[config.mk]
export PLATFORM = sky130hd
export DESIGN_NAME = sem_pipe_arbiter
export DESIGN_NICKNAME = d
export VERILOG_FILES = /design/src/rtl/sem_pipe_arbiter.sv
export SDC_FILE = /design/constraint.sdc
export NUM_CORES = 1
export LEC_CHECK = 0
export ABC_AREA = 1
export ABC_CLOCK_PERIOD_IN_PS = 1450
export BUFFER_PORTS_ARGS = -buffer_cell sky130_fd_sc_hd__buf_2
export CAP_MARGIN = 30
export CELL_PAD_IN_SITES_DETAIL_PLACEMENT = 1
export CELL_PAD_IN_SITES_GLOBAL_PLACEMENT = 1
export CORE_AREA = 8 8 113 115
export CTS_CLUSTER_DIAMETER = 40
export CTS_CLUSTER_SIZE = 28
export DETAILED_ROUTE_END_ITERATION = 8
export DIE_AREA = 0 0 121 123
export PLACE_DENSITY_LB_ADDON = 0.2
export SLEW_MARGIN = 20
export SYNTH_ARGS = -nofsm -noshare
export SYNTH_HDL_FRONTEND = slang
export SYNTH_SLANG_ARGS = --single-unit
[constraint.sdc]
create_clock -name clk -period 1.45 [get_ports clk]
set_input_delay 0.145 -clock clk [delete_from_list [all_inputs] [get_ports clk]]
set_output_delay 0.145 -clock clk [all_outputs]
set_load 0.01 [all_outputs]
[src/rtl/sem_pipe_arbiter.sv]
// Key-limited pipelined request arbiter: grants one channel per cycle, carries the payload
// through STAGES registers, and stops after TXN_LIMIT transactions. Define SEM_PIPE_RR_EN for round-robin.
module sem_pipe_arbiter #(
    parameter int N_CH      = 4,
    parameter int DATA_W    = 8,
    parameter int ADDR_W    = 8,
    parameter int STAGES    = 3,
    parameter int KEYS      = 2,
    parameter int TXN_LIMIT = 16,
    parameter int CNT_W     = 8,
    localparam int CH_W     = (N_CH > 1) ? $clog2(N_CH) : 1,
    localparam int KF_W     = $clog2(KEYS + 1)
) (
    input  logic                     clk,
    input  logic                     rst_n,
    input  logic [N_CH-1:0]          req,
    input  logic [N_CH*ADDR_W-1:0]   req_addr,
    input  logic [N_CH*DATA_W-1:0]   req_data,
    output logic [N_CH-1:0]          gnt,
    output logic                     out_valid,
    output logic [ADDR_W-1:0]        out_addr,
    output logic [DATA_W-1:0]        out_data,
    output logic [CH_W-1:0]          out_ch,
    output logic [CNT_W-1:0]         count,
    output logic [KF_W-1:0]          keys_free,
    output logic                     done
);

    localparam int ACC_W = $clog2(TXN_LIMIT + 1);

    typedef enum logic [1:0] {RUN, DRAIN, DONE} state_t;

    state_t              state;
    logic [ACC_W-1:0]    acc_cnt;
    logic [KF_W-1:0]     in_flight;
    logic [CNT_W-1:0]    count_q;
    logic                done_q;
    logic [STAGES-1:0]   vld;
    logic [ADDR_W-1:0]   addr_q [STAGES];
    logic [DATA_W-1:0]   data_q [STAGES];
    logic [CH_W-1:0]     ch_q   [STAGES];
`ifdef SEM_PIPE_RR_EN
    logic [CH_W-1:0]     rr_ptr;   // channel with top priority on the next search
`endif

    logic                win_found;
    logic [CH_W-1:0]     win;
    logic                accept;

    // NOTE: every signal assigned in always_comb gets a default first, so no path can infer a latch.
    always_comb begin
        int idx;
        win_found = 1'b0;
        win       = '0;
        idx       = 0;
`ifdef SEM_PIPE_RR_EN
        for (int i = 0; i < N_CH; i++) begin
            idx = int'(rr_ptr) + i;
            if (idx >= N_CH) idx = idx - N_CH;
            if (!win_found && req[idx]) begin
                win_found = 1'b1;
                win       = CH_W'(idx);
            end
        end
`else
        for (int i = N_CH - 1; i >= 0; i--) begin
            if (req[i]) begin
                win_found = 1'b1;
                win       = CH_W'(i);
            end
        end
`endif
    end

    // A retiring transaction returns its key in the same cycle, so a full pool can still grant.
    assign accept = rst_n && (state == RUN) && win_found &&
                    ((in_flight != KF_W'(KEYS)) || vld[STAGES-1]);
    assign gnt    = accept ? (N_CH'(1) << win) : '0;

    // NOTE: sequential state uses non-blocking assignments so every register samples pre-edge values.
    always_ff @(posedge clk) begin
        if (!rst_n) begin
            // NOTE: payload stages are cleared too because the last stage drives out_addr/out_data/out_ch,
            // which must read zero after reset; a deeper payload-only RAM would not need this.
            vld       <= '0;
            for (int s = 0; s < STAGES; s++) begin
                addr_q[s] <= '0;
                data_q[s] <= '0;
                ch_q[s]   <= '0;
            end
            state     <= RUN;
            acc_cnt   <= '0;
            in_flight <= '0;
            count_q   <= '0;
            done_q    <= 1'b0;
`ifdef SEM_PIPE_RR_EN
            rr_ptr    <= '0;
`endif
        end else begin
            vld[0]    <= accept;
            addr_q[0] <= req_addr[win*ADDR_W +: ADDR_W];
            data_q[0] <= req_data[win*DATA_W +: DATA_W];
            ch_q[0]   <= win;
            for (int s = 1; s < STAGES; s++) begin
                vld[s]    <= vld[s-1];
                addr_q[s] <= addr_q[s-1];
                data_q[s] <= data_q[s-1];
                ch_q[s]   <= ch_q[s-1];
            end

            if (accept && !vld[STAGES-1])
                in_flight <= in_flight + 1'b1;
            else if (!accept && vld[STAGES-1])
                in_flight <= in_flight - 1'b1;

            if (vld[STAGES-1])
                count_q <= count_q + 1'b1;

            case (state)
                RUN: begin
                    if (accept) begin
                        acc_cnt <= acc_cnt + 1'b1;
                        if (acc_cnt == ACC_W'(TXN_LIMIT - 1))
                            state <= DRAIN;
                    end
                end
                DRAIN: begin
                    if (vld[STAGES-1] && (in_flight == KF_W'(1))) begin
                        state  <= DONE;
                        done_q <= 1'b1;
                    end
                end
                default: ;
            endcase

`ifdef SEM_PIPE_RR_EN
            if (accept)
                rr_ptr <= (win == CH_W'(N_CH - 1)) ? '0 : win + 1'b1;
`endif
        end
    end

    assign out_valid = vld[STAGES-1];
    assign out_addr  = addr_q[STAGES-1];
    assign out_data  = data_q[STAGES-1];
    assign out_ch    = ch_q[STAGES-1];
    assign count     = count_q;
    assign keys_free = KF_W'(KEYS) - in_flight;
    assign done      = done_q;

endmodule
### Word level (Yosys, flattened, before mapping)

Memory sizes are Yosys's and may differ from the RTL's.
Index checks and enable logic that the tools add are counted.
W data, S select, Z words.

* output and inout bits: 34
* bits of input ports: 70
* register bits after elaboration: 21
* memories kept: 3
* memory bits (writable): 54

* equality and inequality tests: 7
* muxes and demuxes: 26
* reductions and logical operators: 15
* shift-type cells: 3
* $add $sub $neg: 5
* bitwise logic cells: 9

Memory list
* addr_q: depth 3, width 8, read ports 3, clocked after Yosys merged registers in 0, write ports 3, RTL line 39 `logic [ADDR_W-1:0] addr_q [STAGES];`
* data_q: depth 3, width 8, read ports 3, clocked after Yosys merged registers in 0, write ports 3, RTL line 40 `logic [DATA_W-1:0] data_q [STAGES];`
* ch_q: depth 3, width 2, read ports 3, clocked after Yosys merged registers in 0, write ports 3, RTL line 41 `logic [CH_W-1:0] ch_q [STAGES];`

Operator list (number)
* $shiftx A32 B6 Y8: 2
* $mux W8: 6
* $mux W2: 12
* $or A1 B1 Y1: 9
* $add A8 B1 Y8 const B: 1
* $logic_and A1 B1 Y1: 6
* $mux W1: 6
* $ne A2 B2 Y1 const B: 3
* $add A5 B1 Y5 const B: 1
* $eq A5 B4 Y1 const B: 1
* $eq A2 B1 Y1 const B: 2
* $mux W4: 1
* $pmux W2 S2: 1
* $reduce_and A2 Y1: 2
* $reduce_and A4 Y1: 1
* $reduce_bool A2 Y1: 2
* $shl A1 B2 Y4 const A: 1
* $add A2 B1 Y2 const B: 1
* $logic_not A1 Y1: 2
* $logic_not A2 Y1: 1
* $ne A2 B1 Y1 const B: 1
* $sub A2 B1 Y2 const B: 1
* $sub A2 B2 Y2 const A: 1
* $logic_or A1 B1 Y1: 1

### Logic depth before layout (Yosys ltp)

Gate-level depths: netlist of the first run.

* depth after elaboration: 10
* gate-level depth with buffers: 9
* mapped depth without buffers: 9

### Least setup slack after synthesis of the first run

No wires, ideal clock.

* path kind: register to register
* start point: register in_flight[0]
* end point: register in_flight[0]
* slack: -0.027 ns
* data arrival time: 1.358 ns
* buffers on the path: 0
* stages on the path, launching flop included: 9
* required time: 1.331 ns
* setup time: 0.119 ns
* clock period less this slack: 1.477 ns
* cell sequence: dfxtp_1 inv_1 ha_1 nand2_1 nand3_4 inv_2 ha_1 o21ai_0 a21oi_1

* cells in the longest elaborated chain, start to end: 6

RTL lines
* from (decl): RTL line 35 `logic [KF_W-1:0] in_flight;`
* from (signal assigned): RTL line 112 `in_flight <= in_flight + 1'b1;`
* from (signal assigned): RTL line 114 `in_flight <= in_flight - 1'b1;`
* $ne A2 B2 Y1 (*): RTL line 77 `((in_flight != KF_W'(KEYS)) || vld[STAGES-1]);`
* $logic_or A1 B1 Y1 (*): RTL line 77
* $logic_and A1 B1 Y1 (*): RTL line 76 `assign accept = rst_n && (state == RUN) && win_found &&`
* net accept: RTL line 48 `logic accept;`
* $logic_not A1 Y1: RTL line 113 `else if (!accept && vld[STAGES-1])`
* $logic_and A1 B1 Y1: RTL line 113
* $reduce_bool A2 Y1 (no source line)

Mark *: on every way through the listed nets, which the timed path passes. The rest lies on a longest branch. The select of a mux whose other input is x is not followed.
A chain may end at the register's enable or synchronous reset.

### Worst setup path in the final report of the first run

* start point: register in_flight[0]
* end point: output gnt[3]

* cells in the longest elaborated chain, start to end: 4

RTL lines
* $ne A2 B2 Y1: RTL line 77
* $logic_or A1 B1 Y1: RTL line 77
* $logic_and A1 B1 Y1: RTL line 76
* $mux W4: RTL line 78 `assign gnt = accept ? (N_CH'(1) << win) : '0;`
* to (decl): RTL line 19 `output logic [N_CH-1:0] gnt,`

No other way between the ends.

==> results of run 1 <==
registers in the layout (all words and copies together) (netlist names):
signal     flops
acc_cnt        5
count          8
in_flight      2
done           1
ch_q           6
state          2
addr_q        24
vld            3
data_q        24
synth_stat cells (all sizes together):
cell type and count:
ha 6, nand3 53, a21oi 25, dfxtp 75
clkbuf 7, buf 29, nor2 28, o21a 1
nand2 125, inv 109, o21ai 5, nor3 3
xor2 4
what timing repair did:
item | CTS | global route
resized for setup | 16 | 9
pin swaps | 6 | 5
endpoints found under the setup margin | 6 | 7
buffers inserted | 3 | 0
cloned | 0 | 0
layer usage:
metal	global-route usage	vias to the layer above	share of wire
met5	0	-	0
met3	0.03470	14	0.063
met1	0.1534	1232	0.50
li1	-	1554	-
met4	0.06323	0	0.022
met2	0.1817	80	0.42
worst min-delay path by stage:
stage                     cells past startpoint  slack [ns]                startpoint                       end
after floorplan                               4        0.37               req_addr[8]   addr_q[0][0]$_SDFF_PN0_
after global routing                          5        0.18              req_data[14]   data_q[0][6]$_SDFF_PN0_
after global placement                        2        0.40  data_q[0][12]$_SDFF_PN0_  data_q[0][20]$_SDFF_PN0_
after detailed placement                      2        0.40  addr_q[0][10]$_SDFF_PN0_  addr_q[0][18]$_SDFF_PN0_
final                                         5        0.16               req_data[8]   data_q[0][0]$_SDFF_PN0_
after CTS                                     5        0.14               req_data[8]   data_q[0][0]$_SDFF_PN0_
cell type report:
type                    instances  area, um^2  share of cell area
well taps                     143       178.9             0.04067
inverters                     109       411.6             0.09357
multi-input cells             250        1316              0.2992
repair buffers                120       674.4              0.1533
clock inverters                 3       46.29             0.01052
flip-flops and latches         75        1505              0.3421
clock buffers                  12       266.5             0.06058
power by group:
part | total (W) | switching, W | internal, W
logic | 0.000727 | 0.000408 | 0.000319
clock network | 0.00226 | 0.000796 | 0.00146
registers | 0.00224 | 0.0000526 | 0.00219
total | 0.00523 | 0.00126 | 0.00397
worst reg2reg max path: cells and delay by family (launching register included):
family                   cells  cell delay [ns]
AO/OA/AOI/OAI                2             0.21
buffers and inverters        3             0.26
flip-flops                   1             0.33
adder cells (fa/ha/maj)      2             0.36
AND/OR/NAND/NOR              2             0.17
kinds of logic (layout without fill, tap and decap cells):
group / after synthesis / in the layout / share of synthesized area
adder cells (fa/ha/maj): 6 / 6 / 0.02204
flip-flops: 75 / 75 / 0.4409
buffers and inverters: 145 / 244 / 0.1976
AO/OA/AOI/OAI: 31 / 31 / 0.05401
AND/OR/NAND/NOR: 209 / 209 / 0.2752
XOR/XNOR: 4 / 4 / 0.01029
stage by stage:
stage                     hold WS [ns]    util
after floorplan                 0.3716       -
after global placement          0.3974  0.3585
after detailed placement        0.3987  0.3585
after CTS                       0.1450  0.3937
after global routing            0.1818  0.3972
final                           0.1554  0.3972
==> impl_metrics.env, run 1 <==
export IMPL_status="finished with violations"
export IMPL_violations="negative setup slack"
export IMPL_cts_buffer_depth=2
export IMPL_max_freq_ghz=0.6763
export IMPL_die_w_um=121
export IMPL_placed_cells=694
export IMPL_finalHoldViolations=0
export IMPL_critPathLaunchType="flop"
export IMPL_r2r_end="in_flight[0]$_SDFFE_PN0P_"
export IMPL_critPathKind="flop to primary output"
export IMPL_final_cell_mix="nand2_1, buf_2, inv_1"
export IMPL_synth_net_count=546
export IMPL_area_delta_synth_final_pct=29.17
export IMPL_place_hpwl_um=6771
export IMPL_max_stage_delay_ns=0.33
export IMPL_cts_root_buffer="clkbuf_16"
export IMPL_port_buffers=103
export IMPL_drt_wl_total_um=8537
export IMPL_crit_start="in_flight[0]$_SDFFE_PN0P_"
export IMPL_synth_seq_cells=75
export IMPL_antenna_cells=0
export IMPL_rsz0062_at_grt="yes"
export IMPL_dpl_worst_slack_ns=-0.02016
export IMPL_cts_buffers_inserted=9
export IMPL_instances_no_fill=712
export IMPL_reg2reg_from="in_flight[0]$_SDFFE_PN0P_"
export IMPL_layout_commonest_cell="nand2_1"
export IMPL_cap_violations=0
export IMPL_clock_latency_ns=0.33
export IMPL_yosysTopAreaCell="dfxtp_1"
export IMPL_drt_iter0_drc=125
export IMPL_holdBufCountCts=0
export IMPL_clock_sinks=75
export IMPL_gp_congestion=0.7644
export IMPL_cp_top_family="flip-flops"
export IMPL_start_util=0.3075
export IMPL_leakagePower_nw=2.534
export IMPL_grt_pass1_vias=3154
export IMPL_vias_per_cell=4.045
export IMPL_dieHeight_um=123
export IMPL_seq_area_frac_synth=0.4409
export IMPL_dieArea_mm2=0.01488
export IMPL_drc=0
export IMPL_clkTransAtPathRegs_ns=0.06
export IMPL_synth_distinct_cells=25
export IMPL_crit_path_end="gnt[3]"
export IMPL_netlist_instances=470
export IMPL_vias=2880
export IMPL_synth_area_leaders="dfxtp_1, nand2_1, inv_1"
export IMPL_drive_above_1_share=0.3128
export IMPL_place_area_mm2=0.003971
export IMPL_power_density_mw_per_mm2=1189
export IMPL_std_cell_rows=39
export IMPL_synth_area_mm2=0.003406
export IMPL_path_depth=6
export IMPL_post_route_worst_setup_slack_ns=-0.02864
export IMPL_grt_start_max_net_pins=51
export IMPL_fin_tns_setup_ns=-0.02864
export IMPL_final_area_mm2=0.004399
export IMPL_synth_top_area_frac=0.4409
export IMPL_drtAntennaViolNets=0
export IMPL_crit_fanout=3
export IMPL_fillerInstances=1406
export IMPL_cts_tree="built"
export IMPL_reg2regPathDepth=9
export IMPL_arrival_ns=1.33
export IMPL_worstPathCellList="inv_2, ha_4, nand2_4, nand3_4, nor3_4, buf_6"
export IMPL_fin_crit_sh=1.020
export IMPL_gr_total_overflow=0
export IMPL_setup_viol=1
export IMPL_total_power_w=0.005230
export IMPL_io_pins=104
export IMPL_reg2reg_slack_ns=0
export IMPL_drv_slew=0
export IMPL_worst_slew_pin_slew_ns=0.4855
export IMPL_wl_per_cell_um=11.99
export IMPL_crit_buf_inv=2
export IMPL_min_path_type="input pin to flop"
export IMPL_nNetsFinal=641
export IMPL_slew_headroom=0.6763
export IMPL_skew_ns=0.002193
export IMPL_worst_ep_required_time_ns=1.31
export IMPL_critPathSlowestCell="dfxtp_2"
export IMPL_vdd_drop_max_mv=0.5801
export IMPL_antenna_found_initial=0
export IMPL_crit_path_end_kind="primary output"
export IMPL_syn_area_per_cell_um2=7.246
export IMPL_firstDrtPassIters=4
export IMPL_layout_min_cycle_time_ns=1.479
export IMPL_grt_usage=0.1205
export IMPL_yosysWarningCount=0
export IMPL_cts_max_level=3
export IMPL_coreArea_mm2=0.01108
export IMPL_grt_pass1_wl_um=14520
Note: power is estimated with default switching activity, not from simulation.
==> run 2, diff against run 1 <==
- ABC_AREA: 1 -> 0
- CORE_AREA: 8 8 113 115 -> 10 10 105 107
- DIE_AREA: 0 0 121 123 -> 0 0 115 117
==> run 2 against run 1 <==
Net effect: the flow still finishes with violations (negative setup slack); sequential power about the same; synthesized cell count decreased by 41%; via count is 22% lower; final cell count decreased by 31%; synthesized area shrank 16%; final area decreased by 15%; count of clock-buffer cells in the layout is 2 lower; worst hold slack lost 0.082 ns; routed wire length down 14%; die area down 9.6%; fmax is 17% lower; combinational power rose by 2%.
==> impl_metrics.env, run 2 <==
export IMPL_firstDrtPassIters=4
export IMPL_slew_headroom=0.7868
export IMPL_synth_main_ff_cell="dfxtp_1"
export IMPL_synth_area_mux_share=0.06609
export IMPL_combPwrFrac=0.159
export IMPL_worst_ep_required_time_ns=1.31
export IMPL_drc=0
export IMPL_fin_crit_sh=1.229
export IMPL_yosysWarningCount=0
export IMPL_wl_met3_um=568
export IMPL_clkTransAtPathRegs_ns=0.09
export IMPL_clock_sinks=75
export IMPL_reg2reg_from="in_flight[0]$_SDFFE_PN0P_"
export IMPL_die_w_um=115
export IMPL_area_delta_synth_final_pct=30.13
export IMPL_synth_commonest_cells="dfxtp_1, and2_1, buf_4"
export IMPL_critPathKind="flop to primary output"
export IMPL_io_pins=104
export IMPL_dieArea_mm2=0.01346
export IMPL_whs_path_depth=3
export IMPL_drive_above_1_share=0.4116
export IMPL_drtAntennaViolNets=0
export IMPL_seqPwrFrac=0.484
export IMPL_synth_distinct_cells=32
export IMPL_cts_tree="built"
export IMPL_start_util=0.3190
export IMPL_placed_cells=472
export IMPL_wl_per_cell_um=15.00
export IMPL_crit_path_end="gnt[3]"
export IMPL_switchingPower_w=0.001211
export IMPL_crit_start="in_flight[0]$_SDFFE_PN0P_"
export IMPL_place_hpwl_um=5543
export IMPL_synth_seq_cells=75
export IMPL_netlist_instances=278
export IMPL_grt_pass1_wl_um=11600
export IMPL_grt_start_max_net_pins=43
export IMPL_layout_min_cycle_time_ns=1.782
export IMPL_synth_simple_area_share=0.1704
export IMPL_gp_congestion=0.6911
export IMPL_synth_top_area_frac=0.5217
export IMPL_post_synth_top_count_cell="dfxtp_1"
export IMPL_max_freq_ghz=0.5612
export IMPL_p_sw_frac=0.2604
export IMPL_cts_buffer_depth=2
export IMPL_cap_violations=0
export IMPL_vias=2248
export IMPL_synth_fa_ha_area_frac=0.02609
export IMPL_status="finished with violations"
export IMPL_crit_fanout=4
export IMPL_nNetsFinal=450
export IMPL_setup_viol=12
export IMPL_reg2reg_slack_ns=-0.28
export IMPL_vias_per_cell=4.588
export IMPL_reg2regPathDepth=9
export IMPL_std_cell_rows=35
export IMPL_rsz0062_at_grt="yes"
export IMPL_post_route_worst_setup_slack_ns=-0.3319
export IMPL_layout_commonest_cell="buf_2"
export IMPL_synth_xor_area_frac=0.02435
export IMPL_finalHoldViolations=0
export IMPL_post_route_util=0.4151
export IMPL_holdBufCountCts=0
export IMPL_violations="negative setup slack"
export IMPL_seq_area_frac_synth=0.5217
export IMPL_p_int_w=0.003439
export IMPL_cts_root_buffer="clkbuf_8"
export IMPL_synth_edf_count=0
export IMPL_drt_iter0_drc=65
export IMPL_antenna_cells=0
export IMPL_crit_path_end_kind="primary output"
export IMPL_drt_met1_wl_um=3052
export IMPL_r2r_end="in_flight[1]$_SDFFE_PN0P_"
export IMPL_power_density_mw_per_mm2=1242
export IMPL_final_cell_mix="buf_2, dfxtp_1, and2_1"
export IMPL_gr_total_overflow=0
export IMPL_synthArstFlopShare=0
export IMPL_antenna_found_initial=0
export IMPL_port_buffers=103
export IMPL_instances_no_fill=490
export IMPL_syn_area_per_cell_um2=10.35
export IMPL_critPathLaunchType="flop"
export IMPL_cts_max_level=3
export IMPL_grt_usage=0.1081
export IMPL_yosysTopAreaCell="dfxtp_1"
export IMPL_min_path_type="input pin to flop"
export IMPL_synth_compound_area_share=0.1026
export IMPL_clock_power_share=0.356
export IMPL_synth_net_count=354
export IMPL_clock_latency_ns=0.34
export IMPL_coreArea_mm2=0.009021
export IMPL_wl_met2_um=3593
export IMPL_leakagePower_nw=1.777
export IMPL_worst_slew_pin_slew_ns=0.3153
export IMPL_route_top_layer_used="met4"
export IMPL_skew_ns=0.01485
export IMPL_cts_buffers_inserted=9
export IMPL_synth_top_family_by_area="simple AND/OR/NAND/NOR gates"
export IMPL_drv_slew=0
export IMPL_vdd_drop_max_mv=0.3732
export IMPL_drt_wl_total_um=7352
export IMPL_grt_pass1_vias=2415
export IMPL_arrival_ns=1.64
export IMPL_synth_area_mm2=0.002878
export IMPL_dieHeight_um=117
export IMPL_synth_area_leaders="dfxtp_1, and2_1, mux2i_1"
run 2: changes by cell type in the layout (fill, tap and decap cells not counted), sizes merged, moves of 3 or more:
cell | before | now
a211oi | 0 | 3
a21oi | 25 | 3
a22oi | 0 | 16
and2 | 0 | 38
inv | 109 | 10
mux2i | 0 | 19
nand2 | 125 | 8
nand3 | 53 | 1
nand4 | 0 | 4
nor2 | 28 | 19
nor3 | 3 | 0
nor4b | 0 | 4
o22ai | 0 | 16
or3 | 0 | 3
run 2: worst min-delay path by stage:
stage	startpoint	endpoint	slack, ns
global route	req_addr[11]	addr_q[0][3]$_SDFF_PN0_	0.08
global placement	addr_q[0][4]$_SDFF_PN0_	addr_q[0][12]$_SDFF_PN0_	0.41
finish	req_data[15]	data_q[0][7]$_SDFF_PN0_	0.07
CTS	req_data[15]	data_q[0][7]$_SDFF_PN0_	0.06
detailed placement	addr_q[0][14]$_SDFF_PN0_	addr_q[0][22]$_SDFF_PN0_	0.42
floorplan	req[3]	ch_q[0][1]$_SDFF_PN0_	0.29
run 2: power groups by stage:
stage	Clock [W]	Sequential, W	Combinational (W)
global placement	0	0.00230	0.000640
floorplan	0	0.00229	0.000427
finish	0.00166	0.00225	0.000741
global route	0.00180	0.00227	0.000831
CTS	0.00171	0.00225	0.000699
detailed placement	0	0.00230	0.000662
run 2: stage by stage:
stage / cell area (um^2) / hold slack, ns / setup slack, ns / power (W) / setup TNS [ns]
floorplan: 2899 / 0.2939 / -0.2774 / 0.002718 / -0.6102
global placement: 3453 / 0.4143 / -0.06891 / 0.002935 / -0.1349
detailed placement: 3453 / 0.4194 / -0.1896 / 0.002962 / -0.2994
CTS: 3697 / 0.06194 / -0.3643 / 0.004660 / -2.173
global route: 3745 / 0.07991 / -0.4522 / 0.004902 / -3.872
finish: 3745 / 0.07350 / -0.3319 / 0.004650 / -2.615
run 2: kinds of logic after synthesis:
logic type               after synthesis
AND/OR/NAND/NOR                       84
XOR/XNOR                               8
AO/OA/AOI/OAI                         44
multiplexers                          19
buffers and inverters                 42
flip-flops                            75
adder cells (fa/ha/maj)                6
run 2: cell type report:
cell class	count	area, um^2
timing repair buffer	120	666.9
tap	111	138.9
fill	1054	5276
clock inverter	6	68.82
sequential	75	1504
clock buffer	10	137.6
inverter	7	26.28
multi-input combinational	161	1202
run 2: repair_timing:
item,in CTS,in global routing
endpoints found under the setup margin,10,13
resized for setup,6,10
pin swaps,7,3
buffers inserted,2,2
run 2: worst max-delay path: stages (launching register included):
cell and delay [ns]:
dfxtp_2 0.34, inv_2 0.04, ha_4 0.14, nor2b_4 0.12, nand3b_1 0.24, nor4b_2 0.25
buf_2 0.17
run 2: routing by layer:
metal / GRT usage / up-vias
met5: 0 / -
met4: 0.05858 / 0
met3: 0.04332 / 11
met2: 0.1753 / 66
met1: 0.1189 / 1047
li1: - / 1124
==> run 3, diff against run 2 <==
==> constraint.sdc (replaced) <==
create_clock -name clk -period 1.45 [get_ports clk]
set_input_delay 0.145 -clock clk [delete_from_list [all_inputs] [get_ports clk]]
set_output_delay 0.145 -clock clk [all_outputs]
set_load 0.02 [all_outputs]
==> run 3 against run 2 <==
Net effect: total power increased by 0.93%; the run still ends with negative setup slack left; final cell count is 2.0% higher; core utilization rose by 1.2 points; register-to-register slack worse by 0.13 ns; largest power group unchanged; first-iteration DRC count is 20% higher; sequential share of layout area down 1.1 points; routed wire length is 6.7% higher; worst hold slack better by 0.023 ns.
==> impl_metrics.env, run 3 (synthesis gave the netlist of run 2 again) <==
export IMPL_status="finished with violations"
export IMPL_violations="negative setup slack"
export IMPL_worst_ep_required_time_ns=1.31
export IMPL_critPathKind="flop to primary output"
export IMPL_cap_violations=0
export IMPL_crit_fanout=3
export IMPL_dpl_worst_slack_ns=-0.1711
export IMPL_drt_wl_total_um=7842
export IMPL_clock_power_share=0.341
export IMPL_clock_sinks=75
export IMPL_gp_congestion=0.7303
export IMPL_drc=0
export IMPL_place_area_mm2=0.003516
export IMPL_nNetsFinal=460
export IMPL_max_freq_ghz=0.5248
export IMPL_layout_commonest_cell="buf_2"
export IMPL_firstDrtPassIters=4
export IMPL_start_util=0.3190
export IMPL_slew_headroom=0.7757
export IMPL_p_sw_frac=0.2692
export IMPL_die_w_um=115
export IMPL_std_cell_rows=35
export IMPL_r2r_end="in_flight[1]$_SDFFE_PN0P_"
export IMPL_vias=2331
export IMPL_io_pins=104
export IMPL_leakagePower_nw=1.837
export IMPL_grt_usage=0.1169
export IMPL_cts_tree="built"
export IMPL_clkTransAtPathRegs_ns=0.08
export IMPL_critPathLaunchType="flop"
export IMPL_final_cell_mix="buf_2, dfxtp_1, and2_1"
export IMPL_seqPwrFrac=0.480
export IMPL_wl_met2_um=3791
export IMPL_drv_slew=0
export IMPL_rsz0062_at_grt="yes"
export IMPL_crit_path_end="gnt[1]"
export IMPL_vdd_drop_max_mv=0.4871
export IMPL_holdBufCountCts=0
export IMPL_post_route_worst_setup_slack_ns=-0.4556
export IMPL_p_int_w=0.003430
export IMPL_drive_above_1_share=0.4319
export IMPL_vias_per_cell=4.662
export IMPL_final_area_mm2=0.003852
export IMPL_grt_start_max_net_pins=43
export IMPL_area_delta_synth_final_pct=33.87
export IMPL_coreArea_mm2=0.009021
export IMPL_arrival_ns=1.76
export IMPL_cts_max_level=3
export IMPL_antenna_found_initial=0
export IMPL_grt_pass1_wl_um=12650
export IMPL_setup_viol=12
export IMPL_route_top_layer_used="met4"
export IMPL_fillerInstances=1043
export IMPL_drt_iter0_drc=78
export IMPL_drtAntennaViolNets=0
export IMPL_reg2reg_slack_ns=-0.41
export IMPL_reg2regPathDepth=9
export IMPL_cts_root_buffer="clkbuf_8"
export IMPL_crit_path_end_kind="primary output"
export IMPL_finalHoldViolations=0
export IMPL_dieHeight_um=117
export IMPL_port_buffers=103
export IMPL_wl_per_cell_um=15.68
export IMPL_crit_start="in_flight[0]$_SDFFE_PN0P_"
export IMPL_reg2reg_from="in_flight[0]$_SDFFE_PN0P_"
export IMPL_drt_met1_wl_um=3383
export IMPL_place_hpwl_um=5964
export IMPL_worst_slew_pin_slew_ns=0.3365
export IMPL_grt_pass1_vias=2546
export IMPL_fin_crit_sh=1.314
export IMPL_power_density_mw_per_mm2=1218
export IMPL_gr_total_overflow=0
export IMPL_switchingPower_w=0.001263
export IMPL_skew_ns=0.007854
export IMPL_wl_met3_um=539
export IMPL_clock_latency_ns=0.33
export IMPL_layout_min_cycle_time_ns=1.906
export IMPL_antenna_cells=0
export IMPL_min_path_type="input pin to flop"
export IMPL_cts_buffers_inserted=9
export IMPL_cts_buffer_depth=2
export IMPL_combPwrFrac=0.179
export IMPL_dieArea_mm2=0.01346
==> run 3: metrics by stage <==
| step | total power [W] | hold WS (ns) | cells | util | TNS (ns) |
|---|---|---|---|---|---|
| global route | 0.004954 | 0.09814 | 500 | 0.4270 | -5.280 |
| CTS | 0.004717 | 0.07752 | 498 | 0.4214 | -2.970 |
| floorplan | 0.002769 | 0.2939 | 278 | - | -0.7188 |
| detailed placement | 0.003026 | 0.4199 | 478 | 0.3897 | -0.6736 |
| global placement | 0.002993 | 0.4136 | 478 | 0.3897 | -0.2335 |
| finish | 0.004693 | 0.09680 | 500 | 0.4270 | -4.039 |
==> run 3: critical path, stage by stage (launching register included) <==
cell and delay (ns):
dfxtp_2 0.34, inv_2 0.04, ha_4 0.14, nor2b_4 0.12, nand3b_1 0.27, buf_6 0.20
nor3b_2 0.15, buf_4 0.16
==> run 3: per-layer routing <==
layer / up-vias / GRT usage
met4: 0 / 0.05033
met3: 10 / 0.03823
met1: 1107 / 0.1348
met5: - / 0
li1: 1147 / -
met2: 67 / 0.1941
==> run 3: how the worst min path moves through the flow <==
stage,to,start,cells after the start
floorplan,ch_q[0][1]$_SDFF_PN0_,req[3],2
global placement,data_q[0][12]$_SDFF_PN0_,data_q[0][4]$_SDFF_PN0_,1
detailed placement,data_q[0][15]$_SDFF_PN0_,data_q[0][7]$_SDFF_PN0_,1
CTS,data_q[0][3]$_SDFF_PN0_,req_data[11],3
global route,data_q[0][4]$_SDFF_PN0_,req_data[12],3
finish,data_q[0][7]$_SDFF_PN0_,req_data[15],3
==> run 3: timing repair <==
item / 4_1_cts / 5_1_grt
gates resized for setup: 14 / 7
hold endpoints to repair: 0 / 0
pin swaps: 7 / 5
endpoints found under the setup margin: 11 / 12
setup buffers: 4 / 4
gates cloned: 0 / 0
==> run 3: power by group through the flow <==
stage	Sequential (W)	Clock, W	Combinational [W]
after detailed placement	0.00230	0	0.000725
after floorplan	0.00229	0	0.000475
after global placement	0.00229	0	0.000700
after global routing	0.00227	0.00175	0.000927
final	0.00225	0.00160	0.000840
after CTS	0.00225	0.00166	0.000800
==> run 3: area by class of cell <==
| cell class | instances | area, um^2 | share of cell area |
|---|---|---|---|
| Inverter | 7 | 26.28 | 0.006820 |
| Multi-Input combinational cell | 161 | 1224 | 0.3176 |
| Tap cell | 111 | 138.9 | 0.03605 |
| Clock inverter | 7 | 76.32 | 0.01981 |
| Timing Repair Buffer | 130 | 759.5 | 0.1971 |
| Clock buffer | 9 | 123.9 | 0.03215 |
| Sequential cell | 75 | 1504 | 0.3904 |
